--- config.mk ---
export PLATFORM = sky130hd
export DESIGN_NAME = regfile_write_arbiter
export DESIGN_NICKNAME = d
export VERILOG_FILES = /design/src/rtl/regfile_write_arbiter_pkg.sv /design/src/rtl/regfile_write_arbiter_starve_counter.sv /design/src/rtl/regfile_write_arbiter.sv
export SDC_FILE = /design/constraint.sdc
export NUM_CORES = 1
export LEC_CHECK = 0
export CAP_MARGIN = 20
export CORE_ASPECT_RATIO = 0.5
export CORE_MARGIN = 2
export CORE_UTILIZATION = 38
export DETAILED_ROUTE_END_ITERATION = 6
export PLACE_DENSITY = 0.77
export SYNTH_ARGS = -nofsm -noshare
export SYNTH_HDL_FRONTEND = slang
export SYNTH_SLANG_ARGS = --single-unit
--- constraint.sdc ---
create_clock -name clkIn -period 1.7 [get_ports clkIn]
set_input_delay 0.255 -clock clkIn [delete_from_list [all_inputs] [get_ports clkIn]]
set_output_delay 0.255 -clock clkIn [all_outputs]
set_load 0.1 [all_outputs]
--- src/rtl/regfile_write_arbiter_pkg.sv ---
// -----------------------------------------------------------------------------
// regfile_write_arbiter_pkg
// Shared definitions for the register-file write-port arbiter:
//   - default register-file geometry (NREG/AW/DW), also used by the register file
//   - default host starvation bound and the width of the starvation counter
//   - arbiter state encoding (RUN, CLEAR)
// No ports (package).
// -----------------------------------------------------------------------------
package regfile_write_arbiter_pkg;

  localparam int RF_NREG          = 32;
  localparam int RF_AW            = 5;
  localparam int RF_DW            = 32;
  localparam int RF_HOST_MAX_WAIT = 4;

  // Counter is 4 bits wide, so the host bound may be 1..15.
  localparam int STARVE_W = 4;

  typedef enum logic [0:0] {
    ST_RUN   = 1'b0,
    ST_CLEAR = 1'b1
  } arb_state_e;

endpackage

--- src/rtl/regfile_write_arbiter_starve_counter.sv ---
// -----------------------------------------------------------------------------
// starve_counter
// Saturating up-counter tracking how many consecutive cycles the host has been
// refused the write port. Clear has priority over increment; the count stops at
// MAX and o_max flags that the host must be given the next slot.
// Ports:
//   i_clk    clock, rising edge
//   i_rst_n  asynchronous active-low reset
//   i_clr    clear the count to zero
//   i_inc    increment the count (saturating at MAX)
//   o_max    count has reached MAX
// -----------------------------------------------------------------------------
module starve_counter
  import regfile_write_arbiter_pkg::*;
#(
  parameter int MAX = RF_HOST_MAX_WAIT
) (
  input  logic i_clk,
  input  logic i_rst_n,
  input  logic i_clr,
  input  logic i_inc,
  output logic o_max
);

  localparam logic [STARVE_W-1:0] MAX_V = STARVE_W'(MAX);

  logic [STARVE_W-1:0] r_count;
  logic [STARVE_W-1:0] w_count_nxt;
  logic                w_at_max;

  assign w_at_max = (r_count >= MAX_V);

  // Next count: clear wins, otherwise count up until the bound is reached.
  always_comb begin
    w_count_nxt = r_count;
    if (i_clr) begin
      w_count_nxt = {STARVE_W{1'b0}};
    end else if (i_inc && !w_at_max) begin
      w_count_nxt = r_count + STARVE_W'(1);
    end else begin
      w_count_nxt = r_count;
    end
  end

  // Count register.
  always_ff @(posedge i_clk or negedge i_rst_n) begin
    if (!i_rst_n) begin
      r_count <= {STARVE_W{1'b0}};
    end else begin
      r_count <= w_count_nxt;
    end
  end

  assign o_max = w_at_max;

endmodule

--- src/rtl/regfile_write_arbiter.sv ---
// -----------------------------------------------------------------------------
// regfile_write_arbiter
// Owns the single write port of the general register file. In RUN it arbitrates
// between the core writeback path (no handshake, holds while stalled) and a
// host/debug loader (valid/ready), guaranteeing the host a slot after
// HOST_MAX_WAIT consecutive refused cycles. In CLEAR it walks every register
// (including R0) writing zero, one per cycle. Grants are combinational; the
// resulting write is registered, so it reaches the register file one cycle later.
// Ports:
//   clkIn, resetIn                   clock / async active-low reset
//   wbWriteIn, wbRdIn, wbDataIn      writeback request, destination, data
//   wbStallOut                       writeback refused this cycle
//   hostValidIn, hostRdIn, hostDataIn, hostReadyOut   host request/handshake
//   clearReqIn                       one-cycle pulse: start the clear walk
//   busyOut                          clear walk in progress
//   rdOut, DataOut, WriteOut         registered register-file write port
// -----------------------------------------------------------------------------
module regfile_write_arbiter
  import regfile_write_arbiter_pkg::*;
#(
  parameter int NREG          = RF_NREG,
  parameter int AW            = RF_AW,
  parameter int DW            = RF_DW,
  parameter int HOST_MAX_WAIT = RF_HOST_MAX_WAIT
) (
  input  logic          clkIn,
  input  logic          resetIn,
  input  logic          wbWriteIn,
  input  logic [AW-1:0] wbRdIn,
  input  logic [DW-1:0] wbDataIn,
  output logic          wbStallOut,
  input  logic          hostValidIn,
  input  logic [AW-1:0] hostRdIn,
  input  logic [DW-1:0] hostDataIn,
  output logic          hostReadyOut,
  input  logic          clearReqIn,
  output logic          busyOut,
  output logic [AW-1:0] rdOut,
  output logic [DW-1:0] DataOut,
  output logic          WriteOut
);

  localparam logic [AW-1:0] LAST_IDX = AW'(NREG - 1);

  arb_state_e    r_state;
  arb_state_e    w_state_nxt;
  logic [AW-1:0] r_idx;
  logic [AW-1:0] w_idx_nxt;

  logic          w_forced;
  logic          w_host_ready;
  logic          w_wb_stall;
  logic          w_grant_host;
  logic          w_grant_wb;
  logic          w_issue;
  logic [AW-1:0] w_issue_rd;
  logic [DW-1:0] w_issue_data;
  logic          w_starve_inc;

  logic          r_write;
  logic [AW-1:0] r_rd;
  logic [DW-1:0] r_data;

  // The host is "blocked" whenever it asks and is refused, including during
  // CLEAR, so a host waiting through a clear is served first afterwards.
  assign w_starve_inc = hostValidIn && !w_host_ready;

  starve_counter #(
    .MAX (HOST_MAX_WAIT)
  ) u_starve (
    .i_clk   (clkIn),
    .i_rst_n (resetIn),
    .i_clr   (!w_starve_inc),
    .i_inc   (w_starve_inc),
    .o_max   (w_forced)
  );

  // Handshakes, grant selection and next state/index.
  always_comb begin
    w_host_ready = 1'b0;
    w_wb_stall   = 1'b0;
    w_grant_host = 1'b0;
    w_grant_wb   = 1'b0;
    w_issue      = 1'b0;
    w_issue_rd   = r_rd;
    w_issue_data = r_data;
    w_state_nxt  = r_state;
    w_idx_nxt    = r_idx;
    case (r_state)
      ST_RUN: begin
        w_host_ready = !wbWriteIn || w_forced;
        // Writeback only yields when the host is both forced and asking.
        w_wb_stall   = wbWriteIn && w_forced && hostValidIn;
        w_grant_host = hostValidIn && w_host_ready;
        w_grant_wb   = wbWriteIn && !w_wb_stall;
        // R0 is hardwired: the transfer completes but no write is issued.
        if (w_grant_host) begin
          w_issue      = (hostRdIn != {AW{1'b0}});
          w_issue_rd   = hostRdIn;
          w_issue_data = hostDataIn;
        end else if (w_grant_wb) begin
          w_issue      = (wbRdIn != {AW{1'b0}});
          w_issue_rd   = wbRdIn;
          w_issue_data = wbDataIn;
        end else begin
          w_issue      = 1'b0;
        end
        if (clearReqIn) begin
          w_state_nxt = ST_CLEAR;
        end else begin
          w_state_nxt = ST_RUN;
        end
        w_idx_nxt = {AW{1'b0}};
      end
      ST_CLEAR: begin
        w_host_ready = 1'b0;
        w_wb_stall   = wbWriteIn;
        // Clear writes every index, R0 included.
        w_issue      = 1'b1;
        w_issue_rd   = r_idx;
        w_issue_data = {DW{1'b0}};
        if (r_idx == LAST_IDX) begin
          w_state_nxt = ST_RUN;
          w_idx_nxt   = {AW{1'b0}};
        end else begin
          w_state_nxt = ST_CLEAR;
          w_idx_nxt   = r_idx + AW'(1);
        end
      end
      default: begin
        w_state_nxt = ST_RUN;
        w_idx_nxt   = {AW{1'b0}};
      end
    endcase
  end

  // State and clear-walk index.
  always_ff @(posedge clkIn or negedge resetIn) begin
    if (!resetIn) begin
      r_state <= ST_RUN;
      r_idx   <= {AW{1'b0}};
    end else begin
      r_state <= w_state_nxt;
      r_idx   <= w_idx_nxt;
    end
  end

  // Registered write port; address/data hold when no write is issued.
  always_ff @(posedge clkIn or negedge resetIn) begin
    if (!resetIn) begin
      r_write <= 1'b0;
      r_rd    <= {AW{1'b0}};
      r_data  <= {DW{1'b0}};
    end else begin
      r_write <= w_issue;
      if (w_issue) begin
        r_rd   <= w_issue_rd;
        r_data <= w_issue_data;
      end
    end
  end

  assign WriteOut     = r_write;
  assign rdOut        = r_rd;
  assign DataOut      = r_data;
  assign busyOut      = (r_state == ST_CLEAR);
  assign hostReadyOut = w_host_ready;
  assign wbStallOut   = w_wb_stall;

endmodule
==> reports/qor.tcl, run 1 <==
set qor(yosys.area_share.adder_pct) 1.433
set qor(r2r.worst_path.cells) 6
set qor(cp-endpoint) {rdOut[1]$_DFFE_PN0P_}
set qor(gr-usage-all-layers_pct) 29.20
set qor(wl_per_cell_um) 22.58
set qor(globalRoute.totalOverflow) 0
set qor(routabilityCongestion) 0.9013
set qor(highest_layer) {met4}
set qor(drc) 0
set qor(grt_antenna_before_repair) 0
set qor(final_nets) 474
set qor(die_w_um) 121.4
set qor(power_per_cell_area_nw_per_um2) 1025
set qor(post_synth_and_or_nand_nor_area_fraction_pct) 9.981
set qor(smallest_setup_slack_after_layout_ns) -0.2015
set qor(power.leakage_nw) 2.225
set qor(failed_checks) {negative setup slack}
set qor(ctsRootBufferMaster) {sky130_fd_sc_hd__clkbuf_16}
set qor(cts_num_sinks) 48
set qor(detailroute.wirelength.met2_mm) 5.251
set qor(synth_cells) 259
set qor(nFillCells) 407
set qor(drt_first_pass_iters) 5
set qor(crit_path_max_incr_delay_ns) 0.45
set qor(antenna_cells_inserted) 0
set qor(fp.coreArea_um2) 6674
set qor(critPathArrivalTime_ns) 2.07
set qor(fraction_of_the_mapped_netlist_area_in_compound_gates_pct) 18.05
set qor(hold_class) {input port to asynchronous set/reset pin}
set qor(reg2reg_from) {u_starve.r_count[2]$_DFFE_PN0P_}
set qor(yosysTopAreaCellShare_pct) 45.85
set qor(setup_repair_after_global_routing_missed_its_margin) {yes}
set qor(cts_inserted_buffers) 5
set qor(max_slew_margin_pct) 80.30
set qor(grt_pass1_vias) 3000
set qor(setup-violations-final) 38
set qor(yosys-top-cells-area) {sky130_fd_sc_hd__dfrtp_1, sky130_fd_sc_hd__mux2_4, sky130_fd_sc_hd__mux2_1, sky130_fd_sc_hd__a21oi_1, sky130_fd_sc_hd__nand3_1}
set qor(reg2reg_to) {rdOut[1]$_DFFE_PN0P_}
set qor(fp.dieArea_um2) 7615
set qor(worst_skew_pair.late_latency_ns) 0.29
set qor(crit_path_cell_trace) {or3b_4 > o211ai_1 > nand3_2 > buf_6 > buf_16 > mux2_4}
set qor(cap_viol_max_count) 0
set qor(worst_tran_pin_value_ns) 0.2936
set qor(multi_input_area_um2) 1380
set qor(routed_wirelength_mm) 10.95
set qor(wl_met1_mm) 4.217
set qor(total_power_mw) 5.023
set qor(timing_max_transition_violations_final) 0
set qor(timing.final.crit_period_ns) 1.901
set qor(synth.distinct_cells) 29
set qor(depth_of_the_cts_h_tree) 2
set qor(layout.area.seq_um2) 1205
set qor(share_of_cell_area_taken_by_muxes_after_synthesis_pct) 18.62
set qor(synth_seq_area_share_pct) 45.85
set qor(io_buffer_count) 119
set qor(met3_wirelength_um) 913
set qor(finalCoreUtilization_pct) 73.43
set qor(ant_nets) 0
set qor(worst_path_max_delay_cell) {sky130_fd_sc_hd__or3b_4}
set qor(largest_family_of_logic_cells_by_synthesized_area) {multiplexers}
set qor(status) {finished with violations}
set qor(post_synthesis_instance_area_um2) 2620
set qor(initial_utilization_pct) 39.26
set qor(via_per_inst) 5.924
set qor(fp.dieH_um) 62.72
set qor(fin_worst_skew_ns) 0.004705
set qor(io-pin-count) 120
set qor(dp_hpwl_mm) 6.192
set qor(cts_buffer_depth) 2
set qor(synthToLayoutAreaGrowth_pct) 87.06
set qor(synth_area_per_cell_um2) 10.12
set qor(synthesis.nets) 341
set qor(cts_tree) {built}
set qor(timing.critical_path.fanout_max) 4
set qor(cp-end-kind) {flip-flop}
set qor(detailroute.via_count) 2873
set qor(synth_top_cell_by_area) {sky130_fd_sc_hd__dfrtp_1}
set qor(grt_start_max_net_pins) 41
set qor(drt_first_iter_violations) 327
set qor(worstSetupStartpoint) {u_starve.r_count[2]$_DFFE_PN0P_}
set qor(final-hold-violation-count) 0
set qor(timing_worst_setup_path_type) {flip-flop to flip-flop}
set qor(max-vdd-ir-drop_uv) 639.4
set qor(finish.cell_count_without_fillers) 485
set qor(maxClockFrequency_mhz) 525.9
set qor(pre_cts_slack_ns) -0.5675
set qor(fin_worst_hold_slack_ns) 0.3640
set qor(numPlacedInstances) 464
set qor(synth-warning-count) 0
set qor(synthXorXnorAreaFrac_pct) 1.003
set qor(post-route-period-util_pct) 111.9
set qor(grt_first_pass_wirelength_mm) 16.76
set qor(drive_gt1_share_pct) 31.04
set qor(clkTransAtPathRegs_ns) 0.06
set qor(rows) 21
set qor(synth-seq-cells) 48
set qor(cp-start-kind) {flip-flop}
set qor(wp_data_required_ns) 1.87
set qor(worst-r2r-setup-slack_ns) -0.20
## how the worst min path moves through the flow
stage	start	endpoint	cells after the start	slack (ns)
3_3_place_gp	resetIn	DataOut[14]$_DFFE_PN0P_	1	0.11
3_5_place_dp	resetIn	DataOut[13]$_DFFE_PN0P_	1	0.12
2_1_floorplan	resetIn	DataOut[0]$_DFFE_PN0P_	0	-0.04
5_1_grt	resetIn	DataOut[13]$_DFFE_PN0P_	2	0.38
4_1_cts	resetIn	DataOut[13]$_DFFE_PN0P_	2	0.36
6_report	resetIn	DataOut[13]$_DFFE_PN0P_	2	0.36
## power breakdown
part           internal (mW)  switching (mW)  leakage, nW
combinational           1.01            1.38         1.51
clock                  0.692           0.413       0.0808
sequential              1.32           0.212        0.637
total                   3.02            2.00         2.22
## per-layer routing
layer,vias to the layer above,GRT usage [%]
met5,-,0
met4,0,15.09
met3,52,6.661
met2,206,47.05
met1,1406,36.91
li1,1209,-
## critical path, delay by kind of cell (launching register included)
| family | cells | cell delay (ns) |
|---|---|---|
| mux | 1 | 0.31 |
| buf+inv | 2 | 0.32 |
| compound gates | 1 | 0.15 |
| flops | 1 | 0.42 |
| simple gates | 2 | 0.59 |
## synthesized netlist by cell type
cell type and n:
sky130_fd_sc_hd__buf_2 1, sky130_fd_sc_hd__mux2_4 19, sky130_fd_sc_hd__inv_1 2, sky130_fd_sc_hd__nand2b_1 1, sky130_fd_sc_hd__nor2_1 7, sky130_fd_sc_hd__mux2_1 18
sky130_fd_sc_hd__a21oi_1 34, sky130_fd_sc_hd__and3_1 1, sky130_fd_sc_hd__buf_1 2, sky130_fd_sc_hd__or4_1 2, sky130_fd_sc_hd__inv_2 2, sky130_fd_sc_hd__buf_6 3
sky130_fd_sc_hd__o211ai_1 2, sky130_fd_sc_hd__o21ai_1 20, sky130_fd_sc_hd__a31oi_1 5, sky130_fd_sc_hd__a2bb2oi_1 5, sky130_fd_sc_hd__and2_1 2, sky130_fd_sc_hd__o21ai_0 21
sky130_fd_sc_hd__xor2_1 1, sky130_fd_sc_hd__clkbuf_1 19, sky130_fd_sc_hd__nor3_1 1, sky130_fd_sc_hd__nand3_1 34, sky130_fd_sc_hd__or3b_1 1, sky130_fd_sc_hd__dfrtp_1 48
sky130_fd_sc_hd__nor3b_1 1, sky130_fd_sc_hd__ha_1 3, sky130_fd_sc_hd__nand2_1 1, sky130_fd_sc_hd__a21boi_1 1, sky130_fd_sc_hd__xnor2_1 2
## stage by stage
stage	cell area [µm²]	setup TNS, ns
global route	4901	-7.359
floorplan	2664	-0.9167
detailed placement	4452	-20.28
global placement	4452	-18.26
finish	4901	-6.894
CTS	4865	-3.103
## placed cells by master (no fill, tap or decap), types with 6 or more instances in the layout
cell and instances:
sky130_fd_sc_hd__dfrtp_1 47, sky130_fd_sc_hd__nand3_1 33, sky130_fd_sc_hd__clkbuf_16 6, sky130_fd_sc_hd__o21ai_0 21
sky130_fd_sc_hd__clkdlybuf4s50_1 68, sky130_fd_sc_hd__mux2_4 34, sky130_fd_sc_hd__buf_4 15, sky130_fd_sc_hd__dlygate4sd2_1 8
sky130_fd_sc_hd__a21oi_1 34, sky130_fd_sc_hd__buf_12 46, sky130_fd_sc_hd__nor2_1 6, sky130_fd_sc_hd__o21ai_1 20
## logic make-up (layout without fill, tap and decap cells)
family,after synthesis,in the layout
AOI/OAI and AO/OA,88,88
xor gates and xnor gates,3,3
adders and majority gates,3,3
buffers and inverters,29,163
DFF,48,48
muxes,37,37
and+or+nand+nor,51,51
## cell type report
type                            count  share of cell area [%]
Multi-Input combinational cell    182                   28.16
Clock buffer                        6                   2.630
Clock inverter                      2                  0.7148
Inverter                            4                  0.3064
Timing Repair Buffer              151                   41.26
Tap cell                           92                   2.349
Sequential cell                    48                   24.59
## what timing repair did
action / CTS / global route
setup endpoints to repair: 39 / 39
hold buffers: 1 / 0
endpoints found under the hold margin: 8 / 0
buffers inserted: 4 / 1
gates resized for setup: 35 / 1
cloned: 6 / 1
pin swaps: 4 / 3
## registers in the layout, indices dropped and copies added (netlist names)
signal            flops
u_starve.r_count      4
WriteOut              1
rdOut                 5
busyOut               1
DataOut              32
r_idx                 5
Note: power is estimated with default switching activity, not from simulation.
==> inputs of run 2 (changes only) <==
- CTS_CLUSTER_SIZE: not set -> 8
- HOLD_SLACK_MARGIN: not set -> 0.02
==> results of run 2 <==
Final layout, timing and power as in run 1 (identical DEF).
